<file path="src/rtl/coolgirl_flash_pkg.sv">
// State encoding, JEDEC command bytes and the per-write decision logic
// for the CoolGirl PRG flash write sequencer.
package coolgirl_flash_pkg;

  localparam logic [3:0] ST_IDLE    = 4'd0;
  localparam logic [3:0] ST_UNL1    = 4'd1;
  localparam logic [3:0] ST_UNL2    = 4'd2;
  localparam logic [3:0] ST_PROG    = 4'd3;
  localparam logic [3:0] ST_ERS0    = 4'd4;
  localparam logic [3:0] ST_ERS1    = 4'd5;
  localparam logic [3:0] ST_ERS2    = 4'd6;
  localparam logic [3:0] ST_AUTOSEL = 4'd7;

  localparam logic [7:0] CMD_UNLOCK1 = 8'hAA;
  localparam logic [7:0] CMD_UNLOCK2 = 8'h55;
  localparam logic [7:0] CMD_PROG    = 8'hA0;
  localparam logic [7:0] CMD_ERASE   = 8'h80;
  localparam logic [7:0] CMD_AUTOSEL = 8'h90;
  localparam logic [7:0] CMD_RESET   = 8'hF0;
  localparam logic [7:0] CMD_SECTOR  = 8'h30;
  localparam logic [7:0] CMD_CHIP    = 8'h10;

  typedef enum logic [3:0] {
    S_IDLE    = ST_IDLE,
    S_UNL1    = ST_UNL1,
    S_UNL2    = ST_UNL2,
    S_PROG    = ST_PROG,
    S_ERS0    = ST_ERS0,
    S_ERS1    = ST_ERS1,
    S_ERS2    = ST_ERS2,
    S_AUTOSEL = ST_AUTOSEL
  } seq_state_t;

  typedef struct packed {
    logic       allow;
    logic       prog;
    logic       erase;
    seq_state_t next;
  } seq_step_t;

  // Decides what a qualified write does from the given state.
  function automatic seq_step_t seq_decode(input seq_state_t st, input logic [7:0] data,
                                           input logic a1, input logic a2);
    seq_step_t step;
    step.allow = 1'b0;
    step.prog  = 1'b0;
    step.erase = 1'b0;
    step.next  = S_IDLE;
    if (st == S_PROG) begin
      // The program data slot takes any byte, including $F0, as data.
      step.allow = 1'b1;
      step.prog  = 1'b1;
    end else if (data == CMD_RESET) begin
      step.allow = 1'b1;
    end else begin
      case (st)
        S_IDLE: if (data == CMD_UNLOCK1 && a1) begin
          step.allow = 1'b1;
          step.next  = S_UNL1;
        end
        S_UNL1: if (data == CMD_UNLOCK2 && a2) begin
          step.allow = 1'b1;
          step.next  = S_UNL2;
        end
        S_UNL2: if (a1) begin
          if (data == CMD_PROG) begin
            step.allow = 1'b1;
            step.next  = S_PROG;
          end else if (data == CMD_ERASE) begin
            step.allow = 1'b1;
            step.next  = S_ERS0;
          end else if (data == CMD_AUTOSEL) begin
            step.allow = 1'b1;
            step.next  = S_AUTOSEL;
          end
        end
        S_ERS0: if (data == CMD_UNLOCK1 && a1) begin
          step.allow = 1'b1;
          step.next  = S_ERS1;
        end
        S_ERS1: if (data == CMD_UNLOCK2 && a2) begin
          step.allow = 1'b1;
          step.next  = S_ERS2;
        end
        S_ERS2: if (data == CMD_SECTOR || (data == CMD_CHIP && a1)) begin
          step.allow = 1'b1;
          step.erase = 1'b1;
        end
        default: ;
      endcase
      // A stray first-unlock write restarts the sequence instead of being lost.
      if (!step.allow && data == CMD_UNLOCK1 && a1) begin
        step.allow = 1'b1;
        step.next  = S_UNL1;
      end
    end
    return step;
  endfunction

  function automatic logic seq_timed(input seq_state_t st);
    return st inside {S_UNL1, S_UNL2, S_PROG, S_ERS0, S_ERS1, S_ERS2};
  endfunction

endpackage

</file>
<file path="src/rtl/flash_seq_timer.sv">
// Saturating idle counter on the falling clock edge; expired flags the edge
// on which the count would reach LIMIT.
module flash_seq_timer #(
  parameter int unsigned LIMIT = 255,
  parameter int unsigned WIDTH = 16
) (
  input  logic clk,
  input  logic rst_n,
  input  logic clear,
  input  logic run,
  output logic expired
);

  localparam logic [WIDTH-1:0] LIMIT_W = WIDTH'(LIMIT);
  localparam logic [WIDTH-1:0] LAST_W  = WIDTH'(LIMIT - 1);

  logic [WIDTH-1:0] count_reg;

  always_ff @(negedge clk or negedge rst_n) begin
    if (!rst_n) begin
      count_reg <= '0;
    end else if (clear) begin
      count_reg <= '0;
    end else if (run && count_reg != LIMIT_W) begin
      count_reg <= count_reg + 1'b1;
    end
  end

  assign expired = run & (count_reg >= LAST_W);

endmodule

</file>
<file path="src/rtl/coolgirl_flash_write_sequencer.sv">
// Tracks the JEDEC command protocol on the CPU bus and permits a flash write
// only when it is a legal next step of an unlock/program/erase/autoselect sequence.
module coolgirl_flash_write_sequencer
  import coolgirl_flash_pkg::*;
#(
  parameter int unsigned TIMEOUT_CYCLES = 255,
  parameter logic [11:0] UNLOCK_ADDR1   = 12'hAAA,
  parameter logic [11:0] UNLOCK_ADDR2   = 12'h555
) (
  input  logic        m2,
  input  logic        reset_n,
  input  logic        prg_write_enabled,
  input  logic        romsel,
  input  logic        cpu_rw_in,
  input  logic [14:0] cpu_addr_in,
  input  logic [7:0]  cpu_data_in,
  output logic        flash_we_allow,
  output logic [3:0]  seq_state,
  output logic        prog_pulse,
  output logic        erase_pulse,
  output logic [15:0] prog_count
);

  seq_state_t state_reg;
  seq_step_t  step;
  logic       bus_wr;
  logic       a1;
  logic       a2;
  logic       accept;
  logic       expired;
  logic       timer_run;
  logic       timer_clear;
  logic       unused_addr_hi;

  // m2 is left out here so the same qualifier is valid when sampled on the falling edge.
  assign bus_wr = ~romsel & ~cpu_rw_in & prg_write_enabled;
  assign a1     = (cpu_addr_in[11:0] == UNLOCK_ADDR1);
  assign a2     = (cpu_addr_in[11:0] == UNLOCK_ADDR2);
  assign step   = seq_decode(state_reg, cpu_data_in, a1, a2);
  assign accept = bus_wr & step.allow;

  assign flash_we_allow = reset_n & m2 & accept;
  assign seq_state      = state_reg;
  assign unused_addr_hi = ^cpu_addr_in[14:12];

  assign timer_run   = seq_timed(state_reg);
  assign timer_clear = accept | ~timer_run;

  flash_seq_timer #(
    .LIMIT (TIMEOUT_CYCLES),
    .WIDTH (16)
  ) u_timer (
    .clk     (m2),
    .rst_n   (reset_n),
    .clear   (timer_clear),
    .run     (timer_run),
    .expired (expired)
  );

  always_ff @(negedge m2 or negedge reset_n) begin
    if (!reset_n) begin
      state_reg   <= S_IDLE;
      prog_pulse  <= 1'b0;
      erase_pulse <= 1'b0;
      prog_count  <= '0;
    end else begin
      prog_pulse  <= 1'b0;
      erase_pulse <= 1'b0;
      if (!prg_write_enabled) begin
        state_reg <= S_IDLE;
      end else if (bus_wr) begin
        // A write on the timeout edge takes precedence over the timeout.
        state_reg   <= step.next;
        prog_pulse  <= step.prog;
        erase_pulse <= step.erase;
        if (step.prog) begin
          prog_count <= prog_count + 16'd1;
        end
      end else if (expired) begin
        state_reg <= S_IDLE;
      end
    end
  end

endmodule

</file>
<file path="config.mk">
export PLATFORM = sky130hd
export DESIGN_NAME = coolgirl_flash_write_sequencer
export DESIGN_NICKNAME = d
export VERILOG_FILES = /design/src/rtl/coolgirl_flash_pkg.sv /design/src/rtl/flash_seq_timer.sv /design/src/rtl/coolgirl_flash_write_sequencer.sv
export SDC_FILE = /design/constraint.sdc
export NUM_CORES = 1
export LEC_CHECK = 0
export ABC_AREA = 1
export BUFFER_PORTS_ARGS = -buffer_cell sky130_fd_sc_hd__buf_4
export CAP_MARGIN = 20
export CORE_MARGIN = 3
export CORE_UTILIZATION = 51
export CTS_BUF_LIST = sky130_fd_sc_hd__clkbuf_8
export DETAILED_ROUTE_END_ITERATION = 6
export PLACE_DENSITY = 0.78
export SLEW_MARGIN = 20
export SYNTH_ARGS = -nofsm -noshare
export SYNTH_HDL_FRONTEND = slang
export SYNTH_HIERARCHICAL = 1
export SYNTH_SLANG_ARGS = --single-unit
</file>
<file path="constraint.sdc">
create_clock -name m2 -period 1.6 [get_ports m2]
set_input_delay 0.16 -clock m2 [delete_from_list [all_inputs] [get_ports m2]]
set_output_delay 0.16 -clock m2 [all_outputs]
set_load 0.01 [all_outputs]
</file>
==> metrics.yaml, run 1 <==
status:
  status: "stopped before the end"
  stop_stage: "global routing"
  error: "[ERROR GRT-0232] Routing congestion too high. Check the congestion heatmap in the GUI."
yosys:
  syn_area_mm2: 0.00245
  ys_ff_latch: 37
  ys_seq_area_frac: 0.378
  synth_nets: 377
  ys_types: 33
  yosys_warnings: 6
  synthCells: 346
  postSynthAreaPerCell_um2: 7.08
place:
  port-buffer-count: 46
  dp_cells: 490
  gp_congestion: 0.937
  dp_hpwl_um: 4900
  post_dp_cell_area_mm2: 0.00339
clock_network:
  hold_buffers: 0
timing:
  worst-ep-kind: "primary output"
  grt-worst-endpoint: "flash_we_allow"
die:
  die_h_um: 75.3
  initial_core_util: 0.544
  rows: 24
  die_w_um: 75.3
  ioPinCount: 51
global_routing:
  grt_max_degree: 39
  grtUsageTotal: 0.622
  overflow: 15
[synthesized netlist by cell type, drive strengths merged]
cell type  count  area [um^2]
xor2           8         70.1
dfrtn         37          926
clkbuf         1         5.00
or2            1         6.26
nor2          61          278
nor3b          1         7.51
nor3           3         15.0
inv           38          145
xnor2          8         70.1
clkinv         1         5.00
a21oi          3         15.0
nand2        120          478
mux2           1         11.3
nand4         15          109
buf            4         33.8
nand3b         1         7.51
o211ai         1         7.51
o21ai          5         25.0
ha             3         37.5
conb           1         3.75
o21bai         6         45.0
nand3         27          148
[per-stage QoR]
step / worst slack [ps] / util / setup TNS [ps]
CTS: -1140 / 0.875 / -21040
detailed placement: -909 / 0.754 / -24740
global placement: -837 / 0.754 / -23040
floorplan: -654 / - / -14860
[metal layers]
metal | global-route usage | GRT overflow
met5 | 0.0741 | 0
met4 | 0.561 | 5
met3 | 0.466 | 0
met2 | 0.811 | 10
met1 | 0.632 | 0
[repair_timing]
item                                    4_1_cts
setup buffers                                70
endpoints found under the setup margin       54
resized for setup                            37
pin swaps                                    18
[logic make-up after synthesis]
group	synth area share
AND/OR/NAND/NOR	0.428
buffers and inverters	0.0772
flip-flops	0.378
XOR/XNOR	0.0572
AO/OA/AOI/OAI	0.0378
adder cells (fa/ha/maj)	0.0153
other	0.00153
multiplexers	0.00460
==> run 2: changes to the inputs <==
- CORE_UTILIZATION: 51 -> 40
- CTS_BUF_LIST: sky130_fd_sc_hd__clkbuf_8 -> default
- PLACE_DENSITY: 0.78 -> default
- PLACE_DENSITY_LB_ADDON: default -> 0.15
- clock period: 1.6 -> 2.1 ns (I/O delays scaled with it)
==> metrics.yaml, run 2 <==
status:
  status: "finished with violations"  # was stopped before the end
  violations: "negative setup slack"
worst_hold_path:
  hp-class: "register to register"
  hold_depth: 2
finish:
  diodes: 0
  drive_above_1_share: 0.458
  layout_common_cells: "buf_4, nand2_1, nor2_1"
  instances_no_fill: 557
  fin_util: 0.723
  final_net_count: 515
  final_common_cell: "buf_4"
  final_area_mm2: 0.00413
  syn_to_final_growth_pct: 68.6
yosys:
  yosys.area_share.simple: 0.428  # unchanged
  ys_ff_latch: 37  # unchanged
  syn_area_mm2: 0.00245  # unchanged
  ys_seq_area_frac: 0.378  # unchanged
  yosys-top-cells-count: "nand2_1, nor2_1, dfrtn_1"  # unchanged
  synth_top_family_by_area: "simple AND/OR/NAND/NOR gates"  # unchanged
  synth_top_cell_by_area: "dfrtn_1"  # unchanged
  synthTopCellsByArea: "dfrtn_1, nand2_1, nor2_1"  # unchanged
  synth_compound_gate_area_share: 0.0378  # unchanged
  synth-edff-count: 0  # unchanged
  synthCells: 346  # unchanged
  synthXorXnorAreaFrac: 0.0572  # unchanged
  synth_ff_type: "dfrtn_1"  # unchanged
  synth_nets: 377  # unchanged
  yosysMostFrequentCell: "nand2_1"  # unchanged
  async_reset_ff_frac: 1.00  # unchanged
  postSynthAreaPerCell_um2: 7.08  # unchanged
  yosys.area.top_type_share: 0.378  # unchanged
  synth.area.mux_share: 0.00460  # unchanged
  ys_types: 33  # unchanged
  synth_fa_ha_area_frac: 0.0153  # unchanged
  yosys_warnings: 6  # unchanged
clock_network:
  clk_latency_ps: 410
  cts_tree: "built"
  hold_buffers: 0  # unchanged
  clkTransAtPathRegs_ps: 50
die:
  core_mm2: 0.00571
  die_w_um: 84.2  # was 75.3 um
  dieArea_mm2: 0.00710
  rows: 27  # was 24
  die_h_um: 84.2  # was 75.3 um
  ioPinCount: 51  # unchanged
  initial_core_util: 0.429  # was 0.544
flow_run:
  cap_violations: 0
power:
  power_density_mw_per_mm2: 384
  vdd_drop_max_v: 0.000326
  leakagePower_nw: 2.12
  power_mw: 1.58
global_routing:
  antenna_found_initial: 0
  grtUsageTotal: 0.222
  grt_max_degree: 39
  grt_pass1_vias: 2813
  overflow: 0
  grt_pass1_wl_um: 12700
worst_setup_path:
  cp-start-kind: "register"
  worstSetupPathType: "register to output pin"
  cpPeakStageDelay_ps: 530
  cpLargestDelayFamily: "simple AND/OR/NAND/NOR gates"
  critical_path_required_ps: 1890
  reg2regPathDepth: 16
  cp_cell_sequence: "nand3_1 -> nor2_1 -> nand3_1 -> nand2_2 -> nor2_4 -> nand2_2 -> nand2_2 -> nor2_1 -> buf_4"
  crit_path_top_delay_cell: "dfrtn_1"
  reg2reg_slack_ps: -330
  crit_top_cell: "nand2_2"
  crit_cells: 9
  cp_data_arrival_time_ps: 2910
  crit_buf_inv: 1
  critPathMaxFanout: 5
  crit_path_end_kind: "output pin"
timing:
  skew_ps: 4.80
  setup_slack_ps: -1020
  finalHoldViolations: 0
  worst_pin_slew_ps: 1050
  rsz0062_at_grt: "true"
  hold_ws_ps: 485
  relSlewSlack: 0.302
  setup_violations: 43
  slew_violations: 0
drt:
  drc: 0
  finalWirelength_um: 8060
  vias: 2811
  viasPerCell: 5.05
  antenna_left: 0
  post_drt_wl_per_cell_um: 14.5
  drt_iter0_drc: 123
  first_pass_iters: 5
place:
  dp_cells: 491  # was 490
  dp_hpwl_um: 4490  # was 4900 um
  port-buffer-count: 46  # unchanged
  gp_congestion: 0.910  # was 0.937
  post_dp_cell_area_mm2: 0.00326  # was 0.00339 mm^2
==> run 2: worst paths after layout <==
| kind | endpoint | startpoint |
|---|---|---|
| min in group asynchronous | u_timer/count_reg[2] | reset_n |
| min reg2reg | u_timer/count_reg[15] | u_timer/count_reg[15] |
| max reg2reg | erase_pulse | seq_state[1] |
| min | u_timer/count_reg[15] | u_timer/count_reg[15] |
| max | flash_we_allow | seq_state[0] |
| max in group asynchronous | prog_count[1] | reset_n |
==> run 2: cell families after synthesis <==
family          after synthesis
flops                        37
buf+inv                      44
other cells                   1
xor+xnor                     16
mux                           1
compound gates               15
simple gates                229
fa+ha+maj                     3
==> run 2: power by group <==
group	leakage (nW)	internal (mW)	total, mW	switching (mW)
registers	0.511	0.717	0.718	0.000617
clock network	0.0847	0.420	0.712	0.292
logic	1.52	0.0715	0.155	0.0832
==> run 2: area by class of cell <==
class | count | area (um^2)
multi-input combinational | 265 | 1610
fill | 416 | 1580
timing repair buffer | 132 | 1120
sequential | 37 | 926
inverter | 39 | 230
clock buffer | 11 | 145
tap | 72 | 90.1
clock inverter | 1 | 5.00
==> run 2: what timing repair did <==
| item | 4_1_cts | 5_1_grt |
|---|---|---|
| endpoints found under the setup margin | 39 | 49 |
| resized for setup | 25 | 58 |
| pin swaps | 13 | 18 |
| endpoints found under the hold margin | 0 | 0 |
| buffers inserted | 52 | 20 |
| gates cloned | 1 | 0 |
==> run 2: per-stage QoR <==
step	setup TNS, ps	worst slack, ps
after CTS	-19340	-918
final	-14620	-1020
after detailed placement	-16890	-680
after floorplan	-8290	-454
after global routing	-17240	-1130
after global placement	-16360	-656
==> run 2: layer usage <==
metal  vias to the layer above  part of all wire  GRT usage
met4                         0             0.031      0.105
li1                       1370                 -          -
met2                        81              0.50      0.363
met5                         -                 0          0
met1                      1335              0.42      0.277
met3                        25             0.049     0.0510
==> run 2: worst reg2reg max path, delay by kind of cell (launching register included) <==
family | cells | cell delay [ps]
flops | 1 | 570
simple gates | 4 | 410
buf+inv | 12 | 1480
Note: power is estimated with default switching activity, not from simulation.
==> run 3: changes to the inputs <==
- ABC_AREA: 1 -> default
==> metrics.yaml, run 3 <==
yosys:
  synthXorXnorAreaFrac: 0.0922  # was 0.0572
  yosysMostFrequentCell: "dfrtn_1"  # was nand2_1
  async_reset_ff_frac: 1.00  # unchanged
  synthCells: 220  # was 346
  yosys_warnings: 6  # unchanged
  synth_fa_ha_area_frac: 0.0172  # was 0.0153
  synth.area.mux_share: 0.0172  # was 0.00460
  synthTopCellsByArea: "dfrtn_1, xnor2_1, nor2_1"  # was dfrtn_1, nand2_1, nor2_1
  synth_top_family_by_area: "simple AND/OR/NAND/NOR gates"  # unchanged
  synth_ff_type: "dfrtn_1"  # unchanged
  yosys.area_share.simple: 0.327  # was 0.428
  synth_nets: 251  # was 377
  ys_ff_latch: 37  # unchanged
  ys_types: 55  # was 33
  yosys.area.top_type_share: 0.424  # was 0.378
  yosys-top-cells-count: "dfrtn_1, nor2_1, xnor2_1"  # was nand2_1, nor2_1, dfrtn_1
  syn_area_mm2: 0.00218  # was 0.00245 mm^2
  postSynthAreaPerCell_um2: 9.93  # was 7.08 um^2
  synth_top_cell_by_area: "dfrtn_1"  # unchanged
  synth-edff-count: 0  # unchanged
  ys_seq_area_frac: 0.424  # was 0.378
  synth_compound_gate_area_share: 0.0945  # was 0.0378
place:
  post_dp_cell_area_mm2: 0.00293  # was 0.00326 mm^2
  dp_hpwl_um: 4000  # was 4490 um
  gp_congestion: 0.922  # was 0.910
  port-buffer-count: 46  # unchanged
  pre_cts_ws_ps: -958  # was -680 ps
drt:
  vias: 2165  # was 2811
  post_drt_wl_per_cell_um: 14.6  # was 14.5 um
  first_pass_iters: 4  # was 5
  antenna_left: 0  # unchanged
  viasPerCell: 5.28  # was 5.05
  drt_iter0_drc: 64  # was 123
  drc: 0  # unchanged
  finalWirelength_um: 6010  # was 8060 um
die:
  core_mm2: 0.00520  # was 0.00571 mm^2
  rows: 26  # was 27
  dieArea_mm2: 0.00638  # was 0.00710 mm^2
  ioPinCount: 51  # unchanged
  initial_core_util: 0.420  # was 0.429
  die_w_um: 79.9  # was 84.2 um
  die_h_um: 79.9  # was 84.2 um
global_routing:
  grt_pass1_wl_um: 10000  # was 12700 um
  grt_max_degree: 39  # unchanged
  grt_pass1_vias: 2231  # was 2813
  overflow: 0  # unchanged
  grtUsageTotal: 0.202  # was 0.222
  antenna_found_initial: 0  # unchanged
worst_hold_path:
  hold_depth: 2  # unchanged
  hp-start: "prog_count[7]"  # was u_timer/count_reg[15]
  hp-class: "register to register"  # unchanged
finish:
  nFillCells: 405  # was 416
  final_common_cell: "buf_4"  # unchanged
  final_area_mm2: 0.00358  # was 0.00413 mm^2
  syn_to_final_growth_pct: 63.7  # was 68.6%
  diodes: 0  # unchanged
  layout_common_cells: "buf_4, dfrtn_1, buf_6"  # was buf_4, nand2_1, nor2_1
  drive_above_1_share: 0.532  # was 0.458
  seqCellArea_um2: 926  # unchanged
  final_net_count: 370  # was 515
  multi_input_area_mm2: 0.00141  # was 0.00161 mm^2
timing:
  setup_slack_ps: -1200  # was -1020 ps
  rsz0062_at_grt: "true"  # unchanged
  setup_violations: 42  # was 43
  slew_violations: 0  # unchanged
  finalHoldViolations: 0  # unchanged
  skew_ps: 5.16  # was 4.80 ps
  hold_ws_ps: 528  # was 485 ps
power:
  leakagePower_nw: 1.58  # was 2.12 nW
  power_density_mw_per_mm2: 454  # was 384 mW/mm^2
  vdd_drop_max_v: 0.000396  # was 0.000326 V
  power_mw: 1.62  # was 1.58 mW
clock_network:
  cts_tree: "built"  # unchanged
  hold_buffers: 0  # unchanged
  clk_latency_ps: 410  # about the same
  clkTransAtPathRegs_ps: 50  # about the same
worst_setup_path:
  critPathMaxFanout: 4  # was 5
  worstSetupPathType: "register to output pin"  # unchanged
  crit_start: "seq_state[2]"  # was seq_state[0]
  cp-start-kind: "register"  # unchanged
  reg2reg_slack_ps: -180  # was -330 ps
  cp_data_arrival_time_ps: 3090  # was 2910 ps
  crit_path_end_kind: "output pin"  # unchanged
  critical_path_required_ps: 1890  # about the same
  reg2regPathDepth: 11  # was 16
  r2r_end: "u_timer/count_reg[5]"  # was erase_pulse
  r2r_start: "seq_state[0]"  # was seq_state[1]
  endpoint: "flash_we_allow"  # unchanged
status:
  violations: "negative setup slack"  # unchanged
  status: "finished with violations"  # unchanged
flow_run:
  cap_violations: 0  # unchanged
[run 3: cell count changes after synthesis, moves of 5 or more]
cell,change
inv_1,-32
and3_1,+8
nand3_1,-10
o31ai_1,+6
o21bai_1,-5
nor4_1,+5
nand2_1,-101
nor2_1,-32
xnor2_1,+9
[run 3: critical path, stage by stage (launching register included)]
cell,delay (ps)
dfrtn_1,480
and3b_1,230
a41oi_2,190
o21ai_1,110
o31ai_2,300
buf_4,170
nor2_2,30
buf_4,130
[run 3: kinds of logic after synthesis]
family | count (synthesis)
simple gates | 115
other cells | 1
mux | 3
buf+inv | 10
compound gates | 28
xor+xnor | 23
fa+ha+maj | 3
flops | 37
[run 3: area by class of cell]
type                       instances  area share
clock buffer                      10      0.0367
clock inverter                     2      0.0105
inverter                           4     0.00420
multi-input combinational        173       0.393
sequential                        37       0.259
tap                               70      0.0245
timing repair buffer             114       0.272
[run 3: per-layer routing]
metal | vias to the layer above | part of all wire | track usage
li1 | 1060 | - | -
met1 | 1045 | 0.41 | 0.233
met2 | 46 | 0.53 | 0.349
met3 | 14 | 0.034 | 0.0463
met4 | 0 | 0.024 | 0.0980
met5 | - | 0 | 0
[run 3: report_power, final]
group / internal, mW / leakage [nW] / switching, mW
clock network: 0.509 / 0.0873 / 0.284
logic: 0.0631 / 0.977 / 0.0521
registers: 0.716 / 0.517 / 0.0000000184
[run 3: how the worst min path moves through the flow]
stage               slack (ps)        endpoint
floorplan                  400  flash_we_allow
global placement           410  prog_count[14]
detailed placement         420  prog_count[14]
CTS                        520   prog_count[6]
global route               550  prog_count[14]
finish                     530   prog_count[7]
[run 3: through the flow]
stage | instances | setup TNS, ps | util
after floorplan | 220 | -9940 | -
after global placement | 371 | -19600 | 0.563
after detailed placement | 371 | -21130 | 0.563
after CTS | 402 | -9420 | 0.652
after global routing | 410 | -13060 | 0.687
final | 410 | -10570 | 0.687
[run 3: repair_timing]
action                                  CTS  global route
endpoints found under the setup margin   42            49
cloned                                    0             0
pin swaps                                13            13
gates resized for setup                  37            34
buffers inserted                         21            11
